$ cat config.mk
export PLATFORM = sky130hd
export DESIGN_NAME = saturation_reg
export DESIGN_NICKNAME = d
export VERILOG_FILES = /design/src/rtl/saturation_reg.sv
export SDC_FILE = /design/constraint.sdc
export NUM_CORES = 1
export LEC_CHECK = 0
export ABC_AREA = 0
export CAP_MARGIN = 20
export CORE_AREA = 2 2 56 58
export DETAILED_ROUTE_END_ITERATION = 7
export DIE_AREA = 0 0 58 60
export PLACE_DENSITY = 0.72
export SLEW_MARGIN = 20
export SYNTH_ARGS = -nofsm -noshare
export SYNTH_HDL_FRONTEND = slang
export SYNTH_SLANG_ARGS = --single-unit
$ cat constraint.sdc
create_clock -name i_clk -period 4.55 [get_ports i_clk]
set_clock_uncertainty 0.2 [all_clocks]
set_input_delay 0.91 -clock i_clk [delete_from_list [all_inputs] [get_ports i_clk]]
set_output_delay 0.91 -clock i_clk [all_outputs]
set_load 0.1 [all_outputs]
$ cat src/rtl/saturation_reg.sv
// Registered signed clamp from N to K bits, with per-sample overflow flags
// and a saturating count of clamped samples.
module saturation_reg #(
  parameter int N     = 5,
  parameter int K     = 3,
  parameter int CNT_W = 16
) (
  input  logic             i_clk,
  input  logic             i_rstn,
  input  logic             i_valid,
  input  logic [N-1:0]     i_data,
  input  logic             i_clr,
  output logic             o_valid,
  output logic [K-1:0]     o_data,
  output logic             o_sat_pos,
  output logic             o_sat_neg,
  output logic [CNT_W-1:0] o_sat_cnt
);

  // Bounds expressed at input width for the compare, and at output width for the result.
  localparam logic signed [N-1:0] MAX_N = {{(N-K+1){1'b0}}, {(K-1){1'b1}}};
  localparam logic signed [N-1:0] MIN_N = {{(N-K+1){1'b1}}, {(K-1){1'b0}}};
  localparam logic signed [K-1:0] MAX_K = {1'b0, {(K-1){1'b1}}};
  localparam logic signed [K-1:0] MIN_K = {1'b1, {(K-1){1'b0}}};

  // Result packing: {sat_pos, sat_neg, data[K-1:0]}
  function automatic logic [K+1:0] sat_clamp(input logic signed [N-1:0] x);
    logic [K+1:0] r;
    if (x > MAX_N)      r = {1'b1, 1'b0, MAX_K};
    else if (x < MIN_N) r = {1'b0, 1'b1, MIN_K};
    else                r = {1'b0, 1'b0, x[K-1:0]};
    return r;
  endfunction

  function automatic logic [CNT_W-1:0] sat_inc(input logic [CNT_W-1:0] c);
    return (c == {CNT_W{1'b1}}) ? c : c + CNT_W'(1);
  endfunction

  logic signed [N-1:0] data_p0;
  logic [K+1:0]        clamp_p0;
  logic                pos_p0;
  logic                neg_p0;

  logic                vld_p1;
  logic signed [K-1:0] data_p1;
  logic                pos_p1;
  logic                neg_p1;
  logic [CNT_W-1:0]    cnt_p1;

  always_comb begin
    data_p0  = i_data;
    clamp_p0 = sat_clamp(data_p0);
    pos_p0   = clamp_p0[K+1];
    neg_p0   = clamp_p0[K];
  end

  // ---- p0 -> p1: register clamp result, flags and event counter ----
  always_ff @(posedge i_clk or negedge i_rstn) begin
    if (!i_rstn) begin
      vld_p1  <= 1'b0;
      data_p1 <= '0;
      pos_p1  <= 1'b0;
      neg_p1  <= 1'b0;
      cnt_p1  <= '0;
    end else begin
      vld_p1 <= i_valid;
      pos_p1 <= i_valid & pos_p0;
      neg_p1 <= i_valid & neg_p0;
      if (i_valid)
        data_p1 <= clamp_p0[K-1:0];
      if (i_clr)
        cnt_p1 <= '0;
      else if (i_valid && (pos_p0 || neg_p0))
        cnt_p1 <= sat_inc(cnt_p1);
    end
  end

  assign o_valid   = vld_p1;
  assign o_data    = data_p1;
  assign o_sat_pos = pos_p1;
  assign o_sat_neg = neg_p1;
  assign o_sat_cnt = cnt_p1;

endmodule

### Yosys cells after proc, flatten, opt, wreduce, memory -nomap -nowiden

Index checks and enable logic that the tools add are counted.

| cells by class | value |
|---|---|
| add/subtract/negate cells | 1 |
| $lt $le $gt $ge | 2 |
| eq/ne operators | 2 |
| muxes and demuxes | 5 |
| bitwise gates (word level) | 2 |
| reduce and logical (&&, ||, !) cells | 4 |

Operators with widths:

| kind | count |
|---|---|
| $mux 16 | 3 |
| $add 16x1->16 const B | 1 |
| $eq 16x16->1 const B | 1 |
| $gt 5x3->1 const B | 1 |
| $lt 5x3->1 const B | 1 |
| $mux 5 | 1 |
| $mux 4 | 1 |
| $and 1x1->1 | 2 |
| $ne 2x2->1 const B | 1 |
| $reduce_and 2->1 | 1 |
| $reduce_bool 2->1 | 1 |
| $logic_and 1x1->1 | 1 |
| $logic_or 1x1->1 | 1 |

| word-level totals | value |
|---|---|
| flip-flop bits (word level) | 22 |
| input port bits | 9 |
| logic and storage cells | 21 |

### Depth between registers and ports, before layout

Gate-level depths: netlist of the first run.

| depth | value |
|---|---|
| word-level depth | 7 |
| depth in mapped cells | 6 |
| depth with buffers taken out | 5 |

### Worst setup path after synthesis of the first run

No wires, ideal clock.

| timing | value |
|---|---|
| path kind | reg2reg |
| start | reg cnt_p1[0] (netlist: o_sat_cnt[0]) |
| end | reg cnt_p1[7] (netlist: o_sat_cnt[7]) |
| setup time | 125 ps |
| arrival | 2380 ps |
| data required time | 4225 ps |
| setup slack | 1845 ps |
| stages on the path, launching flop included | 7 |
| buffers on the path | 1 |
| cells stage by stage | dfrtp_1 > ha_1 > and4_1 > nor4b_4 > buf_6 > nor4_2 > mux2_4 |

| on the way | value |
|---|---|
| cells in the longest elaborated chain, start to end | 4 |

RTL lines:

| what | line | text |
|---|---|---|
| from (decl) | 48 | `logic [CNT_W-1:0] cnt_p1;` |
| from (signal assigned) | 74 | `cnt_p1 <= sat_inc(cnt_p1);` |
| $add 16x1->16 | 36 | `return (c == {CNT_W{1'b1}}) ? c : c + CNT_W'(1);` |
| $mux 16 | 36 |  |
| $mux 16 | 73 | `else if (i_valid && (pos_p0 \|\| neg_p0))` |
| $mux 16 | 71 | `if (i_clr)` |

Several ways; a longest one is shown, not always the timed one. The select of a mux whose other input is x is not followed.
A chain may end at the register's enable or synchronous reset.

### Final worst setup path of the first run

| timing | value |
|---|---|
| start | reg cnt_p1[9] (netlist: o_sat_cnt[9]) |
| end | out o_sat_cnt[9] |

RTL lines:

| what | line | text |
|---|---|---|
| to (decl) | 17 | `output logic [CNT_W-1:0] o_sat_cnt` |

No word-level cell between the ends.

==> results of run 1 <==
[stage by stage]
step           hold WS (ns)  total power [mW]  setup WS (ns)  area (um2)
4_1_cts               0.335             0.413           1.42        1580
3_3_place_gp          0.299             0.297           1.45        1550
5_1_grt               0.353             0.424           1.36        1580
6_report              0.329             0.409           1.42        1580
3_5_place_dp          0.300             0.299           1.36        1550
2_1_floorplan         0.414             0.270           1.84        1240
[worst paths after layout]
check                                      to  slack, ns  depth (start not counted)
worst min register to register      o_data[1]       0.33                          1
min in group asynchronous        o_sat_cnt[4]       0.34                          1
worst max-delay path             o_sat_cnt[9]       1.42                          1
worst min-delay path                o_data[1]       0.33                          1
worst max register to register  o_sat_cnt[15]       2.11                          5
max in group asynchronous           o_data[0]       3.46                          1
[kinds of logic after synthesis]
| family | synth area share |
|---|---|
| flops | 0.445 |
| mux | 0.0849 |
| fa+ha+maj | 0.0101 |
| simple gates | 0.298 |
| compound gates | 0.123 |
| buf+inv | 0.0384 |
[sequential cells by signal, summed over array words and instances (netlist names)]
| register | cells |
|---|---|
| o_sat_pos | 1 |
| o_valid | 1 |
| o_sat_neg | 1 |
| o_sat_cnt | 16 |
| o_data | 3 |
[synth_stat cells (all sizes together)]
| library cell | number |
|---|---|
| a21oi | 12 |
| and2 | 1 |
| and3 | 1 |
| and4 | 2 |
| buf | 2 |
| clkbuf | 4 |
| dfrtp | 22 |
| ha | 1 |
| inv | 4 |
| mux2 | 9 |
| nand2 | 7 |
| nand3 | 7 |
| nand4 | 3 |
| nor2 | 12 |
| nor2b | 5 |
| nor3b | 1 |
| nor4 | 6 |
| nor4b | 2 |
| o21ai | 4 |
| o21ba | 2 |
| o31ai | 7 |
| or3 | 2 |
| or3b | 1 |
| or4 | 8 |
[power by group]
| group | switching, mW | leakage [nW] | internal [mW] |
|---|---|---|---|
| Clock | 0.0654 | 0.0210 | 0.0489 |
| Combinational | 0.0656 | 0.317 | 0.0234 |
| Sequential | 0.00389 | 0.297 | 0.201 |
| Total | 0.135 | 0.635 | 0.274 |
[layer usage]
layer | track usage | routed length (um) | part of all wire
met4 | 0.0698 | 42 | 0.015
met1 | 0.218 | 1240 | 0.45
met2 | 0.282 | 1330 | 0.48
met3 | 0.0368 | 131 | 0.048
met5 | 0 | 0 | 0
[cell type report]
| type | instances | area share |
|---|---|---|
| clock buffer | 4 | 0.0230 |
| multi-input combinational | 93 | 0.405 |
| inverter | 4 | 0.00952 |
| sequential | 22 | 0.349 |
| timing repair buffer | 30 | 0.187 |
| tap | 33 | 0.0262 |
==> impl_results.md, run 1 <==
- Final core occ: 0.544
- Weighted congestion at the end of routability-driven global placement: approximately 0.77
- Share of synthesized area occupied by flip-flops and latches: 0.445
- Required time worst endpoint: 3.44 ns
- Cell types occupying the most area after synthesis: dfrtp_1, mux2_2, a21oi_1
- Worst Min Path Start: o_data[1]
- Unrepaired setup endpoints after global routing: no
- # hold bufs at CTS: 0
- Vertical extent of the die: approximately 60 um
- Period Utilization, post-route: 0.688
- Crit path capture type: primary output
- Class of the most critical setup path: register to primary output
- Setup violators final: 0
- Class of the worst hold path: register to register
- Average cell area after synthesis: roughly 10 um2
- Maximum number of pins on one net before global-route repair: 26
- Multi-input gate area in the final layout: between 600 and 700 um2
- Number of top-level pins: 31
- Number of detailed-routing iterations run before antenna repair: 4
- Number of synthesized register bits: 22
- Final critical delay including setup and external delays: ~3.1 ns
- Post-CTS setup-driven buffer insertion count: 0
- Worst slew margin relative to its limit: 0.348
- Port buffer count: 30
- Global route total overflow: 0
- Vias: ~1,100
- Count of warnings emitted by yosys: 0
- Outcome: completed
- Highest clock frequency the design can meet: 320 MHz
- Arrival time reported for the critical path endpoint: between 2 and 2.5 ns
- Total power divided by cell area: roughly 260 nW/um2
- Number of placement rows: 20
- Post-synth net total: around 140
- Share of Yosys cell area claimed by the top area cell type: 0.445
- Maximum count of clock buffers along a single path: 2
- Library cells used by synthesis: 32
- Number of buffers inserted during clock tree synthesis: 3
- Type of origin of the critical path: register
- Leakage component of the power: approximately 0.63 nW
- Vias in the first global route: ~1,000
- Transition time at the pin with the least slew margin: ~1 ns
- Critical path startpoint: o_sat_cnt[9]
- Placeable core region: about 2900 um2
- Max FO, Critical Path: 8
- Die boundary width: between 50 and 60 um
- Max IR drop VDD: roughly 0.25 mV
- Clock sink count: 22
- Wire per inst: around 15 um
- Number of buffer and inverter instances along the worst setup path: 1
- Cell count after synthesis: 125
- Setup TNS Final: 0 ns
- Starting density of the core: 0.426
- Final-stage net count: between 150 and 200
- Most common cell after layout, fill and taps aside: clkdlybuf4s50_1
- Antenna-violating nets left: 0
- First-pass GRT wire length: between 4000 and 5000 um
- Synth area leader: dfrtp_1
- Area taken by flip-flops and latches: 551 um2
- Number of inserted filler cells in the final layout: between 200 and 300
- Top Family by Delay on Critical Path: buffers and inverters
- Ratio of cells with drive above 1 in the final layout: 0.137
- Area grow syn2layout: 27.5%
- Largest stage delay, worst path: 1.18 ns
- Leading cell types in the layout, fill and taps excluded: clkdlybuf4s50_1, dfrtp_1, nor2_1, a21oi_1, or4_1
- Clock latency on the worst-skew pair: 0.32 ns
- Cell area after technology mapping: between 1000 and 1500 um2
- Series of cell instances along the critical path: clkdlybuf4s50_1
- Clock root buffer: clkbuf_4
- Aggregate global-route resource usage: 0.171
- Cells after DPL: approximately 180
- Max H-tree Level: 1
- Number of antenna violations at the first check in global routing: 0
- Total detailed-routing wirelength: 2740 um
- MaxCap Viol Count: 0
- Crit path max-delay cell type: clkdlybuf4s50_1
- Worst reg2reg startpoint: o_sat_cnt[0]
- Resized cells post-CTS: 0
- Area enclosed by the die boundary: 3480 um2
- Hold violation total from the final report: 0
- Non-filler instance count after layout: around 190
- Final Max Tran Viols: 0
- DRC violations left: 0
- Antenna Diode Count: 0
- Post-CTS clock slew at the launch and capture registers of the worst setup and hold paths: ~0.14 ns
- HPWL after detailed placement: ~1900 um
- Violation count after the first detailed-route iteration: 25
- Clock tree from TritonCTS: yes
- Via-to-Cell Ratio: approximately 5.9
Power figures use the tool's default switching activity.
==> run 2, diff against run 1 <==
--- a/config.mk
+++ b/config.mk
@@ -7,9 +7,9 @@
 export LEC_CHECK = 0
 export ABC_AREA = 0
 export CAP_MARGIN = 20
-export CORE_AREA = 2 2 56 58
+export CORE_AREA = 2 2 57 59
 export DETAILED_ROUTE_END_ITERATION = 7
-export DIE_AREA = 0 0 58 60
+export DIE_AREA = 0 0 59 61
 export PLACE_DENSITY = 0.72
 export SLEW_MARGIN = 20
 export SYNTH_ARGS = -nofsm -noshare
==> constraint.sdc (replaced) <==
create_clock -name i_clk -period 2.8 [get_ports i_clk]
set_clock_uncertainty 0.2 [all_clocks]
set_input_delay 0.56 -clock i_clk [delete_from_list [all_inputs] [get_ports i_clk]]
set_output_delay 0.56 -clock i_clk [all_outputs]
set_load 0.1 [all_outputs]
==> run 2 against run 1 <==
Compared with the run above:
- core utilization shrank 0.67 points
- sequential cell count stayed put
- non-clock buffer count rose by 6
- highest routed layer unchanged
==> impl_results.md, run 2 (synthesis gave the netlist of run 1 again) <==
- Outcome: completed
- Final Max Tran Viols: 0 (unchanged)
- Max H-tree Level: 1 (unchanged)
- Post-CTS setup-driven buffer insertion count: 0 (unchanged)
- MaxCap Viol Count: 0 (unchanged)
- Required time worst endpoint: 2.80 ns (-0.64 ns)
- Clock sink count: 22 (unchanged)
- Max FO, Critical Path: 19 (+11)
- Hold violation total from the final report: 0 (unchanged)
- Starting density of the core: 0.419 (-0.00723)
- Setup TNS Final: 0 ns (unchanged)
- Final-stage net count: 170 (+3.7%)
- Placeable core region: 2950 um2 (+1.7%)
- Area grow syn2layout: 28.1%
- Antenna-violating nets left: 0 (unchanged)
- Class of the most critical setup path: register to register
- Port buffer count: 30 (unchanged)
- Number of flip-flops in the largest register: 16 (unchanged)
- Class of the worst hold path: register to register
- Number of detailed-routing iterations run before antenna repair: 4 (unchanged)
- Die boundary width: 59 um (+1.7%)
- Final critical delay including setup and external delays: roughly 2.5 ns
- Period Utilization, post-route: 0.892
- Number of buffers inserted during clock tree synthesis: 3 (unchanged)
- Leakage component of the power: 0.708 nW (+12%)
- Vias: 1,110 (+1.8%)
- Total power divided by cell area: 418 nW/um2 (+62%)
- Max IR drop VDD: 0.216 mV (-12%)
- Clock latency on the worst-skew pair: 0.31 ns (about the same)
- Non-filler instance count after layout: 192 (+3.2%)
- Total detailed-routing wirelength: 2640 um (-3.9%)
- Arrival time reported for the critical path endpoint: 2.50 ns (+0.48 ns)
- Vias in the first global route: 989 (-0.70%)
- Resized cells post-CTS: 0 (unchanged)
- Global route total overflow: 0 (unchanged)
- Ratio of cells with drive above 1 in the final layout: 0.302 (+0.165)
- Post-CTS clock slew at the launch and capture registers of the worst setup and hold paths: 0.13 ns (about the same)
- Most common cell after layout, fill and taps aside: buf_4
- DRC violations left: 0 (unchanged)
- Antenna Diode Count: 0 (unchanged)
- Worst slew margin relative to its limit: 0.436 (+0.0875)
- Unrepaired setup endpoints after global routing: no
- Maximum count of clock buffers along a single path: 2 (unchanged)
- Area enclosed by the die boundary: 3600 um2 (+3.4%)
- Number of antenna violations at the first check in global routing: 0 (unchanged)
- Via-to-Cell Ratio: 5.78 (-1.3%)
- Clock root buffer: clkbuf_4
- Number of placement rows: 20 (unchanged)
- # hold bufs at CTS: 0 (unchanged)
- Total Power Consumption: 663 uW (+62%)
- Weighted congestion at the end of routability-driven global placement: 0.706 (-8.1%)
- Leading cell types in the layout, fill and taps excluded: buf_4, dfrtp_1, nor2_1, a21oi_1
- Aggregate global-route resource usage: 0.170 (-0.00108)
- Setup violators final: 0 (unchanged)
- Vertical extent of the die: 61 um (+1.7%)
- Violation count after the first detailed-route iteration: 42 (+68%)
- Crit path capture type: register
- Wire per inst: 13.7 um (-6.9%)
- Cells after DPL: 188 (+3.3%)
- Clock tree from TritonCTS: yes
- HPWL after detailed placement: 1880 um (-2.1%)
- Maximum number of pins on one net before global-route repair: 26 (unchanged)
- Type of origin of the critical path: register
- First-pass GRT wire length: 4550 um (+0.62%)
- Final core occ: 0.537 (-0.00667)
- Highest clock frequency the design can meet: between 400 and 500 MHz
- Transition time at the pin with the least slew margin: 0.843 ns (-0.132 ns)
- Number of top-level pins: 31 (unchanged)
run 2: path summary, 6_finish.rpt:
path                                 endpoint         start  depth (start not counted)  slack [ns]
worst max-delay path            o_sat_cnt[15]  o_sat_cnt[0]                          5        0.30
worst min-delay path                o_data[0]     o_data[0]                          1        0.34
worst max register to register  o_sat_cnt[15]  o_sat_cnt[0]                          5        0.30
worst min register to register      o_data[0]     o_data[0]                          1        0.34
max in group asynchronous       o_sat_cnt[14]        i_rstn                          2        1.79
min in group asynchronous        o_sat_cnt[5]        i_rstn                          2        0.38
run 2: area by class of cell:
class                           instances  area, um2
Fill cell                             286       1370
Timing Repair Buffer                   36        303
Sequential cell                        22        551
Tap cell                               33       41.3
Clock buffer                            4       36.3
Multi-Input combinational cell         93        639
Inverter                                4       15.0
run 2: per-stage QoR:
step	hold WS (ns)	area (um2)	worst slack, ns
after CTS	0.341	1590	0.291
after detailed placement	0.310	1550	0.241
after global placement	0.303	1550	0.266
after floorplan	0.0644	1240	0.0949
after global routing	0.358	1590	0.126
final	0.338	1590	0.304
run 2: power by group:
group / internal [mW] / switching, mW / leakage [nW]
Combinational: 0.0440 / 0.108 / 0.390
Clock: 0.0795 / 0.0985 / 0.0210
Sequential: 0.327 / 0.00655 / 0.297
Total: 0.450 / 0.213 / 0.708
run 2: worst max-delay path, cell delays in order, from the launching register on:
cell and delay, ns:
dfrtp_1 0.46, ha_1 0.23, and4_1 0.27, nor4b_4 0.72, nor4_1 0.16, mux2_1 0.36
run 2: metal layers:
| layer | track usage | vias to the layer above | routed length (um) |
|---|---|---|---|
| li1 | - | 540 | - |
| met1 | 0.223 | 530 | 1200 |
| met2 | 0.267 | 36 | 1260 |
| met3 | 0.0362 | 4 | 138 |
| met4 | 0.0844 | 0 | 43 |
| met5 | 0 | - | 0 |
==> run 3, diff against run 2 <==
--- a/config.mk
+++ b/config.mk
@@ -7,10 +7,12 @@
 export LEC_CHECK = 0
 export ABC_AREA = 0
 export CAP_MARGIN = 20
-export CORE_AREA = 2 2 57 59
+export CORE_AREA = 2 2 56 58
 export DETAILED_ROUTE_END_ITERATION = 7
-export DIE_AREA = 0 0 59 61
+export DIE_AREA = 0 0 58 60
+export GPL_TIMING_DRIVEN = 0
 export PLACE_DENSITY = 0.72
+export RECOVER_POWER = 25
 export SLEW_MARGIN = 20
 export SYNTH_ARGS = -nofsm -noshare
 export SYNTH_HDL_FRONTEND = slang
==> constraint.sdc (replaced) <==
create_clock -name i_clk -period 2.5 [get_ports i_clk]
set_clock_uncertainty 0.2 [all_clocks]
set_input_delay 0.5 -clock i_clk [delete_from_list [all_inputs] [get_ports i_clk]]
set_output_delay 0.5 -clock i_clk [all_outputs]
set_load 0.1 [all_outputs]
==> run 3 against run 2 <==
Compared with the run above:
- global-route usage shrank 0.51 points
- critical path depth down 4
- setup slack got worse by 0.22 ns
- cell count unchanged
- routed wire length increased by 2.7%
- sequential cell count is the same
- combinational power rose by 4%
- hold slack worse by 0.087 ns
- via count fell by 0.72%
- design area increased by 0.95%
- sequential share of layout area rose by 0.38 points
- register-to-register slack got worse by 0.05 ns
- largest cell class unchanged
- largest power group unchanged
- highest routed layer unchanged
==> impl_results.md, run 3 (synthesis gave the netlist of run 1 again) <==
- Ratio of cells with drive above 1 in the final layout: 0.201 (-0.101)
- Number of antenna violations at the first check in global routing: 0 (unchanged)
- Placeable core region: 2900 um2 (-1.7%)
- Number of buffers inserted during clock tree synthesis: 3 (unchanged)
- Global route total overflow: 0 (unchanged)
- Clock latency on the worst-skew pair: 0.31 ns (about the same)
- Post-CTS clock slew at the launch and capture registers of the worst setup and hold paths: 0.13 ns (about the same)
- Total detailed-routing wirelength: 2710 um (+2.7%)
- Number of inserted filler cells in the final layout: 274 (-4.2%)
- Final Max Tran Viols: 0 (unchanged)
- Antenna-violating nets left: 0 (unchanged)
- Leakage component of the power: 0.745 nW (+5.2%)
- Most common cell after layout, fill and taps aside: dlygate4sd2_1
- Number of placement rows: 20 (unchanged)
- Total power divided by cell area: 458 nW/um2 (+9.5%)
- Worst hold stages: 2 (+1)
- Non-filler instance count after layout: 192 (unchanged)
- Crit path depth: 1 (-4)
- Crit path capture type: primary output
- Number of buffer and inverter instances along the worst setup path: 1 (+1)
- Cell area after placement: 1580 um2 (+2.0%)
- Final core occ: 0.551 (+0.0144)
- Transition time at the pin with the least slew margin: 1.18 ns (+0.337 ns)
- Highest clock frequency the design can meet: between 400 and 500 MHz
- Leading cell types in the layout, fill and taps excluded: dlygate4sd2_1, dfrtp_1, nor2_1, a21oi_1, dfrtp_2
- Worst setup slack before clock tree synthesis: -0.185 ns (-0.426 ns)
- Area grow syn2layout: 29.3%
- Wire per inst: 14.1 um (+2.7%)
- Final-stage net count: 170 (unchanged)
- Max FO, Critical Path: 8 (-11)
- Clock sink count: 22 (unchanged)
- Final WS setup: 0.0867 ns (-0.217 ns)
- Total Power Consumption: 733 uW (+10%)
- Final critical delay including setup and external delays: ~2.4 ns
- Worst slew margin relative to its limit: 0.214 (-0.222)
- Starting density of the core: 0.426 (+0.00723)
- Number of flip-flops in the largest register: 16 (unchanged)
- Maximum count of clock buffers along a single path: 2 (unchanged)
- Setup TNS Final: 0 ns (unchanged)
- Maximum number of pins on one net before global-route repair: 23 (-12%)
- DRC violations left: 0 (unchanged)
- MaxCap Viol Count: 0 (unchanged)
- Antenna Diode Count: 0 (unchanged)
- Weighted congestion at the end of routability-driven global placement: 0.732 (+3.6%)
- Port buffer count: 29 (-3.3%)
- Cells after DPL: 187 (-0.53%)
- Vertical extent of the die: 60 um (-1.6%)
- Max H-tree Level: 1 (unchanged)
- Clock root buffer: clkbuf_4
- Hold slack final: 0.251 ns (-0.0873 ns)
- Unrepaired setup endpoints after global routing: no
- Top Family by Delay on Critical Path: buffers and inverters
- Arrival time reported for the critical path endpoint: 1.71 ns (-0.79 ns)
- Finished layout cell area: 1600 um2 (+0.95%)
- Setup violators final: 0 (unchanged)
- Class of the most critical setup path: register to primary output
- Number of detailed-routing iterations run before antenna repair: 4 (unchanged)
- Required time worst endpoint: 1.80 ns (-1.00 ns)
- Aggregate global-route resource usage: 0.165 (-0.00506)
- Area enclosed by the die boundary: 3480 um2 (-3.3%)
- First-pass GRT wire length: 4400 um (-3.5%)
- Outcome: completed
- Max IR drop VDD: 0.302 mV (+40%)
- Die boundary width: 58 um (-1.7%)
- Violation count after the first detailed-route iteration: 19 (-55%)
- Vias: 1,102 (-0.72%)
- HPWL after detailed placement: 1930 um (+2.7%)
- Via-to-Cell Ratio: 5.74 (-0.72%)
- Clock tree from TritonCTS: yes
- Largest stage delay, worst path: 0.89 ns (+0.17 ns)
- Period Utilization, post-route: 0.965
- Hold violation total from the final report: 0 (unchanged)
- Type of origin of the critical path: register
- Crit path max-delay cell type: dlygate4sd2_1
- Vias in the first global route: 997 (+0.81%)
- Number of cell instances on the worst register-to-register path: 6 (+1)
- Number of top-level pins: 31 (unchanged)
- Class of the worst hold path: input port to register
- Series of cell instances along the critical path: dlygate4sd2_1
[run 3: timing repair]
action / CTS / global route
setup buffers: 0 / 0
endpoints found under the setup margin: 20 / 2
hold buffers: 0 / 1
gates resized for setup: 20 / 2
endpoints found under the hold margin: 0 / 22
[run 3: per-layer routing]
layer	GRT usage	up-vias	share of wire
met5	0	-	0
met2	0.278	35	0.45
met1	0.207	527	0.47
li1	-	536	-
met3	0.0303	4	0.066
met4	0.0698	0	0.013
[run 3: final timing paths]
kind / from / endpoint / slack [ns]
worst max-delay path: o_sat_cnt[9] / o_sat_cnt[9] / 0.09
worst min-delay path: i_data[3] / o_sat_neg / 0.25
worst max register to register: o_sat_cnt[0] / o_sat_cnt[7] / 0.25
worst min register to register: o_data[0] / o_data[0] / 0.32
max in group asynchronous: i_rstn / o_sat_cnt[7] / 0.58
min in group asynchronous: i_rstn / o_sat_cnt[0] / 0.74
[run 3: cell type report]
| type | count | area, um2 | area share |
|---|---|---|---|
| Sequential cell | 22 | 562 | 0.351 |
| Clock buffer | 4 | 36.3 | 0.0227 |
| Multi-Input combinational cell | 93 | 639 | 0.400 |
| Timing Repair Buffer | 30 | 274 | 0.171 |
| Buffer | 6 | 32.5 | 0.0203 |
| Inverter | 4 | 15.0 | 0.00938 |
| Tap cell | 33 | 41.3 | 0.0258 |
[run 3: power breakdown]
part | internal (mW) | switching (mW) | total (mW)
registers | 0.367 | 0.00661 | 0.373
clock network | 0.0889 | 0.113 | 0.202
logic | 0.0375 | 0.121 | 0.158
total | 0.493 | 0.240 | 0.733
